[config.mk]
export PLATFORM = sky130hd
export DESIGN_NAME = traffic_light_gen
export DESIGN_NICKNAME = d
export VERILOG_FILES = /design/src/rtl/traffic_pkg.sv /design/src/rtl/seg_scan4.sv /design/src/rtl/traffic_light_gen.sv
export SDC_FILE = /design/constraint.sdc
export NUM_CORES = 1
export LEC_CHECK = 0
export ABC_AREA = 1
export CORE_ASPECT_RATIO = 1.2
export CORE_MARGIN = 2
export CORE_UTILIZATION = 55
export CTS_CLUSTER_DIAMETER = 80
export DETAILED_ROUTE_END_ITERATION = 12
export PLACE_DENSITY_LB_ADDON = 0.2
export SLEW_MARGIN = 20
export SYNTH_ARGS = -nofsm -noshare
export SYNTH_HDL_FRONTEND = slang
export SYNTH_SLANG_ARGS = --single-unit
export TNS_END_PERCENT = 30
[constraint.sdc]
create_clock -name clk -period 10.5 [get_ports clk]
set_clock_uncertainty 0.2 [all_clocks]
set_input_delay 1.575 -clock clk [delete_from_list [all_inputs] [get_ports clk]]
set_output_delay 1.575 -clock clk [all_outputs]
set_load 0.1 [all_outputs]
[src/rtl/traffic_pkg.sv]
// Shared types for the traffic light generator: controller states and the
// active-low seven-segment patterns {a,b,c,d,e,f,g} for digits 0-9.
package traffic_pkg;

    typedef enum logic [2:0] {
        S_G1, S_Y1, S_AR1, S_G2, S_Y2, S_AR2, S_NIGHT
    } state_t;

    localparam logic [6:0] SEG_BLANK = 7'b1111111;

    localparam logic [9:0][6:0] SEG_LUT = {
        7'b0000100,  // 9
        7'b0000000,  // 8
        7'b0001111,  // 7
        7'b0100000,  // 6
        7'b0100100,  // 5
        7'b1001100,  // 4
        7'b0000110,  // 3
        7'b0010010,  // 2
        7'b1001111,  // 1
        7'b0000001   // 0
    };

    function automatic logic [6:0] seg7(input logic [3:0] d);
        return (d > 4'd9) ? SEG_BLANK : SEG_LUT[d];
    endfunction

endpackage

[src/rtl/seg_scan4.sv]
// Two-digit multiplexed seven-segment driver; a blanked digit drives all
// segments off, and with both digits blanked every anode is released.
module seg_scan4
    import traffic_pkg::*;
#(
    parameter int SCAN_DIV = 100_000
) (
    input  logic       clk,
    input  logic       reset,
    input  logic [3:0] d0,
    input  logic [3:0] d1,
    input  logic [1:0] blank,
    output logic [6:0] a_to_g,
    output logic [3:0] an
);

    localparam int SW = $clog2(SCAN_DIV + 1);
    localparam logic [SW-1:0] SMAX = SW'(SCAN_DIV - 1);

    logic [SW-1:0] scnt;
    logic          sel;

    always_ff @(posedge clk or posedge reset) begin
        if (reset) begin
            scnt <= '0;
            sel  <= 1'b0;
        end else if (scnt == SMAX) begin
            scnt <= '0;
            sel  <= ~sel;
        end else begin
            scnt <= scnt + 1'b1;
        end
    end

    always_comb begin
        a_to_g = blank[sel] ? SEG_BLANK : seg7(sel ? d1 : d0);
        an     = (&blank) ? 4'b1111 : (sel ? 4'b1101 : 4'b1110);
    end

endmodule

[src/rtl/traffic_light_gen.sv]
// Two-way traffic light controller with seconds countdown display and
// flashing night mode. Define PED_REQ_EN to enable pedestrian shortening.
module traffic_light_gen
    import traffic_pkg::*;
#(
    parameter int TICK_DIV = 50_000_000,
    parameter int SCAN_DIV = 100_000,
    parameter int GREEN_T  = 20,
    parameter int YELLOW_T = 3,
    parameter int ALLRED_T = 1,
    parameter int PED_MIN  = 5
) (
    input  logic       clk,
    input  logic       reset,
    input  logic       night,
    input  logic       ped_req,
    output logic       R1_led,
    output logic       Y1_led,
    output logic       G1_led,
    output logic       R2_led,
    output logic       Y2_led,
    output logic       G2_led,
    output logic [6:0] a_to_g,
    output logic [3:0] an,
    output logic       dp
);

    localparam int TW = $clog2(TICK_DIV);
    localparam logic [TW-1:0] TMAX = TW'(TICK_DIV - 1);
    localparam logic [6:0] GREEN  = 7'(GREEN_T);
    localparam logic [6:0] YELLOW = 7'(YELLOW_T);
    localparam logic [6:0] ALLRED = 7'(ALLRED_T);

    logic [TW-1:0] tcnt;
    logic          tick;
    state_t        state, state_n;
    logic [6:0]    rem, rem_n;
    logic          blink, blink_n;

    assign tick = (tcnt == TMAX);

    always_ff @(posedge clk or posedge reset) begin
        if (reset) begin
            tcnt  <= '0;
            state <= S_G1;
            rem   <= GREEN;
            blink <= 1'b0;
        end else begin
            tcnt  <= tick ? '0 : tcnt + 1'b1;
            state <= state_n;
            rem   <= rem_n;
            blink <= blink_n;
        end
    end

    always_comb begin
        state_n = state;
        rem_n   = rem;
        blink_n = blink;
        if (tick) begin
            if (state == S_NIGHT) begin
                if (!night) begin
                    state_n = S_AR2;
                    rem_n   = ALLRED;
                end else begin
                    blink_n = ~blink;
                end
            end else if (rem == 7'd1) begin
                // Night mode is only entered from an all-red phase.
                case (state)
                    S_G1:    begin state_n = S_Y1;  rem_n = YELLOW; end
                    S_Y1:    begin state_n = S_AR1; rem_n = ALLRED; end
                    S_AR1:   if (night) begin state_n = S_NIGHT; blink_n = 1'b1; end
                             else       begin state_n = S_G2;    rem_n = GREEN;  end
                    S_G2:    begin state_n = S_Y2;  rem_n = YELLOW; end
                    S_Y2:    begin state_n = S_AR2; rem_n = ALLRED; end
                    S_AR2:   if (night) begin state_n = S_NIGHT; blink_n = 1'b1; end
                             else       begin state_n = S_G1;    rem_n = GREEN;  end
                    default: begin state_n = S_G1;  rem_n = GREEN;  end
                endcase
            end else begin
                rem_n = rem - 7'd1;
            end
        end
`ifdef PED_REQ_EN
        if (ped_req && (state == S_G1 || state == S_G2) && rem > 7'(PED_MIN))
            rem_n = 7'(PED_MIN);
`endif
    end

`ifndef PED_REQ_EN
    logic ped_unused;
    assign ped_unused = ped_req;
`endif

    always_comb begin
        {R1_led, Y1_led, G1_led, R2_led, Y2_led, G2_led} = 6'b000000;
        case (state)
            S_G1:    begin G1_led = 1'b1; R2_led = 1'b1; end
            S_Y1:    begin Y1_led = 1'b1; R2_led = 1'b1; end
            S_G2:    begin R1_led = 1'b1; G2_led = 1'b1; end
            S_Y2:    begin R1_led = 1'b1; Y2_led = 1'b1; end
            S_NIGHT: begin Y1_led = blink; Y2_led = blink; end
            default: begin R1_led = 1'b1; R2_led = 1'b1; end
        endcase
    end

    logic [3:0] tens, units;
    logic [1:0] blank;

    assign tens  = 4'(rem / 7'd10);
    assign units = 4'(rem % 7'd10);
    assign blank = (state == S_NIGHT) ? 2'b11 : {tens == 4'd0, 1'b0};
    assign dp    = 1'b1;

    seg_scan4 #(.SCAN_DIV(SCAN_DIV)) u_scan (
        .clk    (clk),
        .reset  (reset),
        .d0     (units),
        .d1     (tens),
        .blank  (blank),
        .a_to_g (a_to_g),
        .an     (an)
    );

endmodule
==> results of run 1 <==
[placed cells by master (no fill, tap or decap), types with 3 or more instances in the layout]
cell type	synthesis	routed
xnor2_1	3	3
dfrtp_1	53	53
nand2_4	4	4
xor2_1	7	7
nor3_1	30	30
o22ai_1	3	3
clkbuf_8	0	5
inv_2	14	15
or2_2	3	3
nor4_1	8	8
nor2_1	62	62
ha_1	14	14
a21oi_1	24	24
o21ai_1	5	5
inv_1	91	90
clkdlybuf4s50_1	0	17
nand2_2	10	10
nand3_1	31	31
o21ai_0	20	20
nand2_1	93	93
conb_1	1	3
nand4_1	12	12
nand3_2	3	3
[synth_stat cells, drive strengths merged (2+ instances only)]
cell type	number	area, µm²
a21oi	27	161.4
nand4	12	75.07
xor2	7	61.31
dfrtp	53	1326
nor4	10	83.83
nor2	63	239.0
clkbuf	4	15.01
and3	2	12.51
ha	14	175.2
or2	4	25.03
a21o	2	15.01
nand2	108	476.7
xnor2	3	26.28
inv	105	394.1
nand3	36	220.2
a31oi	2	12.51
buf	5	32.53
dfstp	2	52.55
o22ai	3	18.77
o21ai	26	133.9
nor3	33	186.4
[where the power goes]
group,switching [mW],total (mW),internal (mW)
clock network,0.0648,0.112,0.0470
logic,0.0699,0.0898,0.0199
registers,0.000325,0.212,0.212
[per-layer routing]
| layer | GRT usage, % | vias to the layer above | share of wire [%] |
|---|---|---|---|
| met5 | 0 | - | 0 |
| met4 | 5.172 | 0 | 0.82 |
| met3 | 2.390 | 4 | 2.5 |
| met2 | 39.50 | 45 | 52 |
| met1 | 25.34 | 1506 | 44 |
| li1 | - | 1707 | - |
[path summary, 6_finish.rpt]
path | endpoint | depth (start not counted) | slack (ns) | startpoint
max | a_to_g[1] | 22 | 3.96 | rem[4]
min reg2reg | tcnt[0] | 1 | 0.26 | tcnt[0]
min | tcnt[0] | 1 | 0.26 | tcnt[0]
max reg2reg | rem[5] | 13 | 7.70 | tcnt[0]
min in group asynchronous | u_scan.scnt[5] | 3 | 1.56 | reset
max in group asynchronous | tcnt[20] | 3 | 8.08 | reset
[area by class of cell]
| type | instances | share of cell area [%] |
|---|---|---|
| multi-input combinational | 359 | 47.85 |
| clock buffer | 7 | 1.859 |
| inverter | 105 | 9.601 |
| clock inverter | 1 | 0.1219 |
| timing repair buffer | 18 | 4.328 |
| tap | 87 | 2.652 |
| sequential | 55 | 33.59 |
[through the flow]
stage	utilization [%]	cells	hold WS (ns)	setup slack, ns	area, µm²
after floorplan	-	528	0.2329	4.819	3785
after global placement	59.79	624	0.2445	4.357	4024
after detailed placement	59.79	624	0.2582	4.262	4024
after CTS	61.00	632	0.2709	3.917	4105
after global routing	61.00	632	0.2928	3.610	4105
final	61.00	632	0.2631	3.956	4105
[registers in the layout, indices dropped and copies added (netlist names)]
signal	count
rem	7
u_scan.scnt	17
tcnt	26
blink	1
u_scan.sel	1
state	3
[logic make-up after synthesis]
group                    count (synthesis)
other                                    1
buffers and inverters                  114
AND/OR/NAND/NOR                        268
flip-flops                              55
adder cells (fa/ha/maj)                 14
XOR/XNOR                                10
AO/OA/AOI/OAI                           64
==> impl_metrics.ini, run 1 <==
[logic_synthesis]
synth_async_sr_flop_share_pct = 100.0
yosys.area_share.adder_pct = 4.637
synth_xor_area_share_pct = 2.319
edff_count_synth = 0
syn_area_um2 = 3777
synth_ff_type = dfrtp_1
syn_inst = 526
synth_top_family_by_area = simple AND/OR/NAND/NOR gates
synthSimpleGateAreaFrac_pct = 34.91
compound_cell_area_share_of_the_yosys_netlist_pct = 9.838
synth_cell_type_count = 43
ys_seq_elements = 55
muxShareOfSynthArea_pct = 0
mean_cell_area_of_the_mapped_netlist_um2 = 7.181
yosysWarningCount = 0
share_of_the_yosys_chip_area_belonging_to_registers_pct = 36.50

[pwr]
power.leakage_nw = 2.032
power_per_cell_area_nw_per_um2 = 100.8
post-layout-total-power_mw = 0.4137
irDropWorstVdd_uv = 78.92

[placed_design]
finalWeightedCongestion = 0.9110
port_buffers = 17
detailed_place_hpwl_um = 5714

[clock_tree]
cts_tree = yes
cts_hold_buffers = 0
cts_max_level = 2
post_cts.resized_instances = 0
clock_latency_ns = 0.31
numClockSinks = 55
cts_inserted_buffers = 5
clock_root_buffer = clkbuf_8
post_cts_repair_timing_setup_buffer_count = 0
clk_transition_reported_paths_ns = 0.10
max-clock-path-buffers = 2

[global_route]
track_usage_pct = 21.01
grt_first_pass_wirelength_um = 12770
grt_remaining_overflow = 0
number_of_antenna_violations_at_the_first_check_in_global_routing = 0
grt_max_degree = 56
number_of_global_route_vias_before_repair = 2966

[timing]
finalCriticalPeriod_ns = 6.544
worst_pin_slew_ns = 0.9919
number_of_pins_with_negative_max_slew_slack_in_the_final_report = 0
final.period_utilization_pct = 62.32
rsz_0062_raised_after_global_routing = no
fmax_ghz = 0.1528
finalSetupTns_ns = 0
timing.final.setup_violations = 0
final_hold_viol_count = 0
timing.max_slew.rel_slack_pct = 33.66

[drt]
ant_nets = 0
via_count = 3262
post_drt_wl_per_cell_um = 11.56
number_of_drc_markers_in_iteration_0 = 136
via_per_inst = 5.161
drt_pre_antenna_iters = 5
detail_route.wirelength_um = 7307
drt_drc_violations_left = 0

[critical_path]
arrival_ns = 4.77
cp_max_fo = 6
endpoint_kind = primary output
start_kind = flip-flop
critical-path-max-stage-delay_ns = 1.14
worstPathCellList = inv_2 > nand3_1 > nand3_2 > nand2_4 > nand2_4 > o21ai_2 > nand2_2 > nand2_1 > nand2_1 > inv_1 > ha_1 > inv_1 > nand3_4 > nand4_1 > o21ai_0 > inv_1 > ha_1 > or2_2 > nand2_4 > a21oi_4 > o21ai_1 > clkdlybuf4s50_1
number_of_buffers_and_inverters_on_the_critical_path = 5
slowest_stage = clkdlybuf4s50_1
path_delay_family = buffers and inverters
cp.required_ns = 8.73
timing_worst_setup_path_type = reg2out

[finish]
n_antenna_cell = 0
area_of_the_multi_input_gates_um2 = 1964
fillcell_total = 628
finish.net_count = 562
layout-area-overhead-vs-synth_pct = 8.678
ff_latch_area_um2 = 1379
drive_above_1_share_pct = 10.46

[floorplan]
placementRows = 33
ios = 22
start_util_pct = 56.13
placeable_area_um2 = 6730
die-width_um = 79.65
fp.dieArea_um2 = 7549
floorplan.die.height_um = 94.78

[job]
cap_viol_max_count = 0

[status]
run_status = finished clean

[hold_path]
worstHoldPathType = reg2reg
Note: power is estimated with default switching activity, not from simulation.
==> run 2, diff against run 1 <==
Clock period 10.5 ns to 6.1 ns, I/O delays scaled along.
==> impl_metrics.ini, run 2 (synthesis gave the netlist of run 1 again) <==
[status]
run_status = finished clean

[floorplan]
ios = 22
start_util_pct = 56.13
floorplan.die.height_um = 94.78
die-width_um = 79.65
placeable_area_um2 = 6730
fp.dieArea_um2 = 7549
placementRows = 33

[critical_path]
arrival_ns = 3.92
critical-path-max-stage-delay_ns = 0.59
reg_to_reg_setup_timing_slack_ns = 3.30
worst_setup_path_startpoint = rem[4]
cp_max_fo = 6
regToRegEndpoint = rem[5]
cp.required_ns = 4.98
timing.rr.start = tcnt[0]
worstPathCellList = inv_2 > nand3_1 > nand3_2 > nand2_4 > nand2_4 > o21ai_2 > nand2_2 > nand2_1 > nand2_1 > inv_1 > ha_1 > inv_1 > nand3_4 > nand4_1 > o21ai_0 > inv_1 > ha_1 > or2_2 > nand2_4 > a21oi_4 > o21ai_1 > buf_4
endpoint = a_to_g[6]
start_kind = flip-flop
endpoint_kind = primary output
slowest_stage = dfstp_2
worst_r2r_path_depth = 12
timing_worst_setup_path_type = reg2out

[job]
cap_viol_max_count = 0

[timing]
worst_pin_slew_ns = 0.9889
timing.final.setup_violations = 0
rsz_0062_raised_after_global_routing = no
fin_ws_ns = 1.063
finalSetupTns_ns = 0
final.period_utilization_pct = 82.57
final_hold_viol_count = 0
finalCriticalPeriod_ns = 5.037
timing.max_slew.rel_slack_pct = 33.87
number_of_pins_with_negative_max_slew_slack_in_the_final_report = 0
fmax_ghz = 0.1985

[finish]
layout-area-overhead-vs-synth_pct = 8.215
top_register = tcnt
final_util_pct = 60.74
layout_commonest_cell = nand2_1
largest_register_ffs = 26
layout_top_registers = tcnt: 26 flops, u_scan.scnt: 17 flops, rem: 7 flops
n_antenna_cell = 0
drive_above_1_share_pct = 11.74
finish.net_count = 562
layout_common_cells = nand2_1, inv_1, nor2_1

[clock_tree]
max-clock-path-buffers = 2
cts_inserted_buffers = 5
clock_latency_ns = 0.30
clock_root_buffer = clkbuf_8
post_cts_repair_timing_setup_buffer_count = 0
post_cts.resized_instances = 0
clk_transition_reported_paths_ns = 0.09
numClockSinks = 55
cts_hold_buffers = 0
cts_max_level = 2
cts_tree = yes

[placed_design]
finalWeightedCongestion = 0.9215
port_buffers = 17
detailed_place_hpwl_um = 5590
place_ws_ns = 1.379

[global_route]
grt_first_pass_wirelength_um = 12590
grt_max_degree = 56
number_of_antenna_violations_at_the_first_check_in_global_routing = 0
track_usage_pct = 20.61
grt_remaining_overflow = 0
number_of_global_route_vias_before_repair = 2965

[drt]
detail_route.wirelength_um = 7251
via_count = 3256
via_per_inst = 5.152
drt_drc_violations_left = 0
drt_pre_antenna_iters = 4
ant_nets = 0
post_drt_wl_per_cell_um = 11.47
number_of_drc_markers_in_iteration_0 = 127

[hold_path]
min_path_cells = 1
worstHoldPathType = reg2reg

[pwr]
irDropWorstVdd_uv = 141.2
power.leakage_nw = 2.038
post-layout-total-power_mw = 0.7072
power_per_cell_area_nw_per_um2 = 173.0
-- run 2: changes by cell type in the layout (fill, tap and decap cells not counted), sizes merged --
| cell | delta |
|---|---|
| buf | +7 |
| clkdlybuf4s50 | -7 |
-- run 2: final cells by class --
| class | count | area, µm² |
|---|---|---|
| fillers | 631 | 2643 |
| clock buffers | 7 | 76.32 |
| clock inverters | 1 | 5.005 |
| inverters | 105 | 394.1 |
| multi-input cells | 359 | 1964 |
| flip-flops and latches | 55 | 1379 |
| repair buffers | 18 | 160.2 |
| well taps | 87 | 108.9 |
-- run 2: worst min-delay path by stage --
stage	startpoint	to
after floorplan	tcnt[0]	tcnt[0]
after global placement	tcnt[0]	tcnt[0]
after detailed placement	tcnt[0]	tcnt[0]
after CTS	tcnt[0]	tcnt[0]
after global routing	tcnt[0]	tcnt[0]
final	tcnt[0]	tcnt[0]
-- run 2: worst max-delay path, delay by kind of cell, from the launching register on --
family                   cells  cell delay (ns)
AND/OR/NAND/NOR             11             1.32
AO/OA/AOI/OAI                4             0.63
flip-flops                   1             0.59
adder cells (fa/ha/maj)      2             0.39
buffers and inverters        5             0.70
-- run 2: per-stage QoR --
| stage | hold WS, ns | cell area, µm² | instances |
|---|---|---|---|
| floorplan | 0.2329 | 3785 | 528 |
| global placement | 0.2454 | 4006 | 624 |
| detailed placement | 0.2495 | 4006 | 624 |
| CTS | 0.2630 | 4088 | 632 |
| global route | 0.2770 | 4088 | 632 |
| finish | 0.2601 | 4088 | 632 |
-- run 2: metal layers --
metal / part of all wire (%) / wire, µm / track usage, %
met1: 46 / 3324 / 25.87
met2: 50 / 3603 / 36.41
met3: 2.4 / 175 / 2.772
met4: 2.0 / 147 / 6.753
met5: 0 / 0 / 0
-- run 2: where the power goes --
| group | switching [mW] | internal, mW |
|---|---|---|
| Sequential | 0.000558 | 0.365 |
| Clock | 0.110 | 0.0809 |
| Combinational | 0.120 | 0.0309 |
| Total | 0.231 | 0.476 |
